**config.mk**
```make
export PLATFORM = sky130hd
export DESIGN_NAME = wb_master_port_flat
export DESIGN_NICKNAME = d
export VERILOG_FILES = /design/src/rtl/wb_master_port_if.sv /design/src/rtl/wb_master_port.sv /design/src/flat_wrapper.sv
export SDC_FILE = /design/constraint.sdc
export NUM_CORES = 1
export LEC_CHECK = 0
export ABC_CLOCK_PERIOD_IN_PS = 1830
export CORE_MARGIN = 2
export CORE_UTILIZATION = 40
export DETAILED_ROUTE_END_ITERATION = 10
export PLACE_DENSITY = 0.8
export SYNTH_ARGS = -nofsm -noshare
export SYNTH_HDL_FRONTEND = slang
export SYNTH_SLANG_ARGS = --single-unit
```
**constraint.sdc**
```tcl
create_clock -name wb_clk_i -period 1.83 [get_ports wb_clk_i]
set_input_delay 0.2745 -clock wb_clk_i [delete_from_list [all_inputs] [get_ports wb_clk_i]]
set_output_delay 0.2745 -clock wb_clk_i [all_outputs]
set_load 0.02 [all_outputs]
```
**src/rtl/wb_master_port_if.sv**
```systemverilog
// Request/response and Wishbone bus bundle for wb_master_port.
// Signal suffixes are relative to the master (the port block itself).
interface wb_master_port_if #(
    parameter int unsigned WB_ADDR_WIDTH = 32,
    parameter int unsigned WB_DATA_WIDTH = 32
);
    localparam int unsigned SEL_W = WB_DATA_WIDTH / 8;

    // Local initiator request channel
    logic                     req_valid_i;
    logic                     req_ready_o;
    logic [WB_ADDR_WIDTH-1:0] req_addr_i;
    logic                     req_we_i;
    logic [WB_DATA_WIDTH-1:0] req_wdata_i;
    logic [SEL_W-1:0]         req_sel_i;

    // Response channel back to the initiator
    logic                     rsp_valid_o;
    logic                     rsp_ready_i;
    logic [WB_DATA_WIDTH-1:0] rsp_rdata_o;
    logic                     rsp_err_o;

    // Wishbone classic bus
    logic                     wb_cyc_o;
    logic                     wb_stb_o;
    logic                     wb_we_o;
    logic [WB_ADDR_WIDTH-1:0] wb_addr_o;
    logic [WB_DATA_WIDTH-1:0] wb_wdata_o;
    logic [SEL_W-1:0]         wb_sel_o;
    logic [WB_DATA_WIDTH-1:0] wb_rdata_i;
    logic                     wb_ack_i;
    logic                     wb_err_i;

    // The port block
    modport master (
        input  req_valid_i, req_addr_i, req_we_i, req_wdata_i, req_sel_i,
        output req_ready_o,
        output rsp_valid_o, rsp_rdata_o, rsp_err_o,
        input  rsp_ready_i,
        output wb_cyc_o, wb_stb_o, wb_we_o, wb_addr_o, wb_wdata_o, wb_sel_o,
        input  wb_rdata_i, wb_ack_i, wb_err_i
    );

    // The environment: initiator plus Wishbone slave
    modport slave (
        output req_valid_i, req_addr_i, req_we_i, req_wdata_i, req_sel_i,
        input  req_ready_o,
        input  rsp_valid_o, rsp_rdata_o, rsp_err_o,
        output rsp_ready_i,
        input  wb_cyc_o, wb_stb_o, wb_we_o, wb_addr_o, wb_wdata_o, wb_sel_o,
        output wb_rdata_i, wb_ack_i, wb_err_i
    );
endinterface

```
**src/rtl/wb_master_port.sv**
```systemverilog
// Single-outstanding Wishbone classic master: one request -> one bus cycle
// -> one response. Optional bus-cycle abort timer enabled by defining
// WB_MASTER_TIMEOUT_EN (limit set by TIMEOUT_CYCLES).
module wb_master_port #(
    parameter int unsigned WB_ADDR_WIDTH  = 32,
    parameter int unsigned WB_DATA_WIDTH  = 32,
    parameter int unsigned TIMEOUT_CYCLES = 16
) (
    input  logic             wb_clk_i,
    input  logic             rst_ni,
    wb_master_port_if.master bus
);
    localparam int unsigned SEL_W = WB_DATA_WIDTH / 8;

    // Elaboration-time parameter sanity
    if (TIMEOUT_CYCLES < 2) begin : g_bad_timeout
        $error("TIMEOUT_CYCLES must be >= 2");
    end
    if ((WB_DATA_WIDTH % 8) != 0) begin : g_bad_width
        $error("WB_DATA_WIDTH must be a multiple of 8");
    end

    typedef enum logic [1:0] {
        ST_IDLE = 2'd0,
        ST_BUS  = 2'd1,
        ST_RESP = 2'd2
    } state_e;

    state_e                   state_q;
    logic                     cyc_q;
    logic                     we_q;
    logic [WB_ADDR_WIDTH-1:0] addr_q;
    logic [WB_DATA_WIDTH-1:0] wdata_q;
    logic [SEL_W-1:0]         sel_q;
    logic                     rsp_valid_q;
    logic                     rsp_err_q;
    logic [WB_DATA_WIDTH-1:0] rsp_rdata_q;
    logic                     expire;

`ifdef WB_MASTER_TIMEOUT_EN
    localparam int unsigned CNT_W = $clog2(TIMEOUT_CYCLES + 1);

    logic [CNT_W-1:0] cnt_q;

    // Current BUS cycle is the last one allowed
    assign expire = (state_q == ST_BUS) && (cnt_q == CNT_W'(TIMEOUT_CYCLES - 1));

    // Counts BUS cycles; cleared when the response is consumed
    always_ff @(posedge wb_clk_i or negedge rst_ni) begin
        if (!rst_ni) begin
            cnt_q <= '0;
        end else if (state_q == ST_BUS) begin
            cnt_q <= cnt_q + CNT_W'(1);
        end else if ((state_q == ST_RESP) && bus.rsp_ready_i) begin
            cnt_q <= '0;
        end
    end
`else
    assign expire = 1'b0;
`endif

    // Request -> bus cycle -> response sequencing with registered outputs
    always_ff @(posedge wb_clk_i or negedge rst_ni) begin
        if (!rst_ni) begin
            state_q     <= ST_IDLE;
            cyc_q       <= 1'b0;
            we_q        <= 1'b0;
            addr_q      <= '0;
            wdata_q     <= '0;
            sel_q       <= '0;
            rsp_valid_q <= 1'b0;
            rsp_err_q   <= 1'b0;
            rsp_rdata_q <= '0;
        end else begin
            case (state_q)
                ST_IDLE: begin
                    if (bus.req_valid_i) begin
                        addr_q  <= bus.req_addr_i;
                        we_q    <= bus.req_we_i;
                        wdata_q <= bus.req_wdata_i;
                        sel_q   <= bus.req_sel_i;
                        cyc_q   <= 1'b1;
                        state_q <= ST_BUS;
                    end
                end
                ST_BUS: begin
                    // err beats ack; ack/err beat an expiry on the same edge
                    if (bus.wb_err_i || (expire && !bus.wb_ack_i)) begin
                        cyc_q       <= 1'b0;
                        we_q        <= 1'b0;
                        rsp_valid_q <= 1'b1;
                        rsp_err_q   <= 1'b1;
                        rsp_rdata_q <= '0;
                        state_q     <= ST_RESP;
                    end else if (bus.wb_ack_i) begin
                        cyc_q       <= 1'b0;
                        we_q        <= 1'b0;
                        rsp_valid_q <= 1'b1;
                        rsp_err_q   <= 1'b0;
                        rsp_rdata_q <= we_q ? '0 : bus.wb_rdata_i;
                        state_q     <= ST_RESP;
                    end
                end
                ST_RESP: begin
                    if (bus.rsp_ready_i) begin
                        rsp_valid_q <= 1'b0;
                        state_q     <= ST_IDLE;
                    end
                end
                default: begin
                    state_q <= ST_IDLE;
                end
            endcase
        end
    end

    // cyc and stb share one register so they always move together
    assign bus.req_ready_o = (state_q == ST_IDLE);
    assign bus.wb_cyc_o    = cyc_q;
    assign bus.wb_stb_o    = cyc_q;
    assign bus.wb_we_o     = we_q;
    assign bus.wb_addr_o   = addr_q;
    assign bus.wb_wdata_o  = wdata_q;
    assign bus.wb_sel_o    = sel_q;
    assign bus.rsp_valid_o = rsp_valid_q;
    assign bus.rsp_err_o   = rsp_err_q;
    assign bus.rsp_rdata_o = rsp_rdata_q;
endmodule

```
**src/flat_wrapper.sv**
```systemverilog
// flat-port wrapper written by rule: the top's interface ports become plain ports
module wb_master_port_flat 
#(
    parameter int unsigned WB_ADDR_WIDTH  = 32,
    parameter int unsigned WB_DATA_WIDTH  = 32,
    parameter int unsigned TIMEOUT_CYCLES = 16
)
  (wb_clk_i, rst_ni, bus_req_valid_i, bus_req_addr_i, bus_req_we_i, bus_req_wdata_i, bus_req_sel_i, bus_req_ready_o, bus_rsp_valid_o, bus_rsp_rdata_o, bus_rsp_err_o, bus_rsp_ready_i, bus_wb_cyc_o, bus_wb_stb_o, bus_wb_we_o, bus_wb_addr_o, bus_wb_wdata_o, bus_wb_sel_o, bus_wb_rdata_i, bus_wb_ack_i, bus_wb_err_i);
  wb_master_port_if #(.WB_ADDR_WIDTH(WB_ADDR_WIDTH), .WB_DATA_WIDTH(WB_DATA_WIDTH)) bus_i ();
  input  logic wb_clk_i;
  input  logic rst_ni;
  input wire logic [$bits(bus_i.req_valid_i)-1:0] bus_req_valid_i;
  input wire logic [$bits(bus_i.req_addr_i)-1:0] bus_req_addr_i;
  input wire logic [$bits(bus_i.req_we_i)-1:0] bus_req_we_i;
  input wire logic [$bits(bus_i.req_wdata_i)-1:0] bus_req_wdata_i;
  input wire logic [$bits(bus_i.req_sel_i)-1:0] bus_req_sel_i;
  output wire logic [$bits(bus_i.req_ready_o)-1:0] bus_req_ready_o;
  output wire logic [$bits(bus_i.rsp_valid_o)-1:0] bus_rsp_valid_o;
  output wire logic [$bits(bus_i.rsp_rdata_o)-1:0] bus_rsp_rdata_o;
  output wire logic [$bits(bus_i.rsp_err_o)-1:0] bus_rsp_err_o;
  input wire logic [$bits(bus_i.rsp_ready_i)-1:0] bus_rsp_ready_i;
  output wire logic [$bits(bus_i.wb_cyc_o)-1:0] bus_wb_cyc_o;
  output wire logic [$bits(bus_i.wb_stb_o)-1:0] bus_wb_stb_o;
  output wire logic [$bits(bus_i.wb_we_o)-1:0] bus_wb_we_o;
  output wire logic [$bits(bus_i.wb_addr_o)-1:0] bus_wb_addr_o;
  output wire logic [$bits(bus_i.wb_wdata_o)-1:0] bus_wb_wdata_o;
  output wire logic [$bits(bus_i.wb_sel_o)-1:0] bus_wb_sel_o;
  input wire logic [$bits(bus_i.wb_rdata_i)-1:0] bus_wb_rdata_i;
  input wire logic [$bits(bus_i.wb_ack_i)-1:0] bus_wb_ack_i;
  input wire logic [$bits(bus_i.wb_err_i)-1:0] bus_wb_err_i;
  assign bus_i.req_valid_i = bus_req_valid_i;
  assign bus_i.req_addr_i = bus_req_addr_i;
  assign bus_i.req_we_i = bus_req_we_i;
  assign bus_i.req_wdata_i = bus_req_wdata_i;
  assign bus_i.req_sel_i = bus_req_sel_i;
  assign bus_req_ready_o = bus_i.req_ready_o;
  assign bus_rsp_valid_o = bus_i.rsp_valid_o;
  assign bus_rsp_rdata_o = bus_i.rsp_rdata_o;
  assign bus_rsp_err_o = bus_i.rsp_err_o;
  assign bus_i.rsp_ready_i = bus_rsp_ready_i;
  assign bus_wb_cyc_o = bus_i.wb_cyc_o;
  assign bus_wb_stb_o = bus_i.wb_stb_o;
  assign bus_wb_we_o = bus_i.wb_we_o;
  assign bus_wb_addr_o = bus_i.wb_addr_o;
  assign bus_wb_wdata_o = bus_i.wb_wdata_o;
  assign bus_wb_sel_o = bus_i.wb_sel_o;
  assign bus_i.wb_rdata_i = bus_wb_rdata_i;
  assign bus_i.wb_ack_i = bus_wb_ack_i;
  assign bus_i.wb_err_i = bus_wb_err_i;
  wb_master_port #(.WB_ADDR_WIDTH(WB_ADDR_WIDTH), .WB_DATA_WIDTH(WB_DATA_WIDTH), .TIMEOUT_CYCLES(TIMEOUT_CYCLES)) u_core (.wb_clk_i(wb_clk_i), .rst_ni(rst_ni), .bus(bus_i));
endmodule
```
==> summary.txt <==
Initial antenna violation count: 0
Int Power: 7.074 mW
Total GRT Usage: 17.85%
Worst setup path class: flop to output pin
Critical path's slowest cell: clkdlybuf4s50_1
Die area: 11610 um2
Clock sinks: 106
Die W: 107.8 um
Worst-path fanout max: 3
Clock network power share: 12.3%
Leakage: 2.828 nW
Antenna fix cells: 0
CTS clock-pin slew for the worst setup and hold paths: 0.10 ns
Post-detail-place hpwl: 7.854 mm
Bufs and invs on worst path: 1
Vias/cell: 4.595
Core footprint: 10370 um2
Routed WL: 10.35 mm
Cts bufs inserted: 9
Worst reg-to-reg path cell count: 3
Max VDD drop: 0.0009184 V
Outcome: finished, final reports clean
Final setup viols: 0
Switching Share: 36.21%
Final worst-path setup slack: 0.1350 ns
Hold_ws: 0.4109 ns
Period Utilization, post-route: 92.62%
Synth Instances: 305
Layout cells sized above 1: 17.42%
Fin nets: 630
# IOs: 213
Die Ht: 107.8 um
Startpoint Class: flop
Root buffer cell: clkbuf_8
Fin. max-slew vios: 0
Commonest non-fill, non-tap cell in the layout: clkdlybuf4s50_1
Placed Cells incl. Taps: 647
GPL Wtd Cong: 0.7120
Buffers on Ports: 212
Fillcell total: 816
TritonCTS clock tree: done
Unrepaired setup endpoints after global routing: no
Crit path cell chain: clkdlybuf4s50_1
Top cell family by delay on the critical path: buffers and inverters
DR WL/cell: 15.58 um
Synthesized Nets: 412
Clock Path Buffers: 2
Initial Util: 41.53%
Tot Pwr: 11.09 mW
Critical Path RT: 1.56 ns
Setup crit end kind: output pin
ANT nets after route: 0
Logic pwr share: 51.9%
#FFs+latches synth: 106
Max Fclk: 590.0 MHz
Synth Warn #: 0
Critical path depth: 1
Avg Cell Area, Syn: 14.12 um2
Worst Hold Class: primary input to async pin
Mapped cell area: 4307 um2
Tmin final: 1.695 ns
H-tree Lvls: 3
DRC: 0
Setup WS pre-CTS: -0.01321 ns
Setup Skew: 0.009642 ns
DRT iter0 DRCs: 111
Tightest Pin Transition: 0.4518 ns
Max incr delay on CP: 0.65 ns
Reg2reg setup slack: 0.25 ns
CP arrival: 1.42 ns
Number of global-route vias before repair: 3144
GRT overflow: 0
Switch Pwr: 4.015 mW
Maxcap violations: 0
Hold Fails Final Rpt: 0
Pre-antenna DRT Iters: 4
Netlist cell types: 20
Post-synthesis sequential area ratio: 61.59%
Final instance count without filler cells: 664
Largest net degree at the start of global routing: 50
Clk Latency, worst-skew pair: 0.36 ns
Area grow syn2layout: 56.51%
Wire length of the first global-routing pass: 15.94 mm
PwrDens: 1645 nW/um2
Worst rel slew slack: 69.88%
Sequential share of power: 35.8%
Most frequent cells in the layout: 210 x clkdlybuf4s50_1, 106 x dfrtp_1, 59 x mux2_2
Routed vias: 3051
Num rows: 37
==> state kept, by name, indices dropped and copies added (netlist names) <==
signal,cells
u_core.bus.rsp_valid_o,1
u_core.bus.wb_addr_o,32
u_core.bus.rsp_err_o,1
u_core.bus.wb_sel_o,4
u_core.bus.wb_wdata_o,32
u_core.bus.wb_we_o,1
u_core.bus.wb_cyc_o,1
u_core.state_q,2
u_core.bus.rsp_rdata_o,32
==> per-stage QoR <==
stage,instance area [um2],utilization (%),setup TNS (ns)
2_1_floorplan,4307,-,0
3_3_place_gp,6541,63.08,0
3_5_place_dp,6541,63.08,-0.06190
4_1_cts,6740,65.00,0
5_1_grt,6740,65.00,0
6_report,6740,65.00,0
==> routing by layer <==
layer  vias to the layer above  GRT usage (%)  routed length [um]
met3                        16          5.085                 879
met1                      1485          20.08                3991
li1                       1426              -                   -
met5                         -              0                   0
met2                       124          31.58                5258
met4                         0          7.418                 217
==> final timing paths <==
| path | from | endpoint |
|---|---|---|
| worst max-delay path | u_core.bus.wb_we_o$_DFFE_PN0P_ | bus_wb_we_o |
| worst min-delay path | rst_ni | u_core.bus.rsp_rdata_o[7]$_DFFE_PN0P_ |
| worst max register to register | u_core.state_q[0]$_DFFE_PN0P_ | u_core.bus.wb_sel_o[3]$_DFFE_PN0P_ |
| worst min register to register | u_core.bus.wb_addr_o[29]$_DFFE_PN0P_ | u_core.bus.wb_addr_o[29]$_DFFE_PN0P_ |
| max in group asynchronous | rst_ni | u_core.bus.wb_wdata_o[17]$_DFFE_PN0P_ |
| min in group wb_clk_i | bus_wb_rdata_i[13] | u_core.bus.rsp_rdata_o[13]$_DFFE_PN0P_ |
==> synthesized netlist by cell type <==
cell        n  area (um2)
dfrtp_1   106        2653
mux2_2     59       664.4
inv_1      34       127.6
nand2_1    34       127.6
mux2i_1    33       330.3
mux2_1      9       101.4
buf_6       8       90.09
buf_12      4       80.08
nor2_1      4       15.01
clkbuf_1    3       11.26
nor2b_4     2       27.53
a21o_1      1       7.510
a22o_2      1       10.01
buf_4       1       7.510
nand3b_1    1       7.510
nor3b_1     1       7.510
nor3b_2     1       12.51
o21bai_1    1       7.510
o31ai_2     1       12.51
or2_2       1       6.260
==> power groups by stage <==
stage                     clock network (mW)  registers [mW]  logic, mW
final                                   1.37            3.97       5.75
after global routing                    1.52            4.10       6.07
after CTS                               1.43            3.98       5.82
after detailed placement                   0            4.02       5.82
after global placement                     0            3.97       5.70
after floorplan                            0            5.25       1.87
==> timing repair <==
action,in CTS,in global routing
endpoints found under the setup margin,1,0
gates resized for setup,1,0
setup buffers,0,0
hold buffers,1,0
hold endpoints to repair,32,0
==> area by class of cell <==
type | instances | area (um2) | share of cell area [%]
Clock inverter | 3 | 21.27 | 0.3156
Timing Repair Buffer | 223 | 2253 | 33.43
Multi-Input combinational cell | 149 | 1346 | 19.97
Inverter | 34 | 127.6 | 1.893
Clock buffer | 13 | 168.9 | 2.506
Sequential cell | 106 | 2653 | 39.35
Tap cell | 136 | 170.2 | 2.525
==> kinds of logic after synthesis <==
| logic type | after synthesis | share of synthesized area (%) |
|---|---|---|
| AO/OA/AOI/OAI | 4 | 0.8717 |
| buffers and inverters | 50 | 7.351 |
| flip-flops | 106 | 61.59 |
| multiplexers | 101 | 25.45 |
| AND/OR/NAND/NOR | 44 | 4.736 |
No activity file was read; power rests on OpenSTA's default activity.
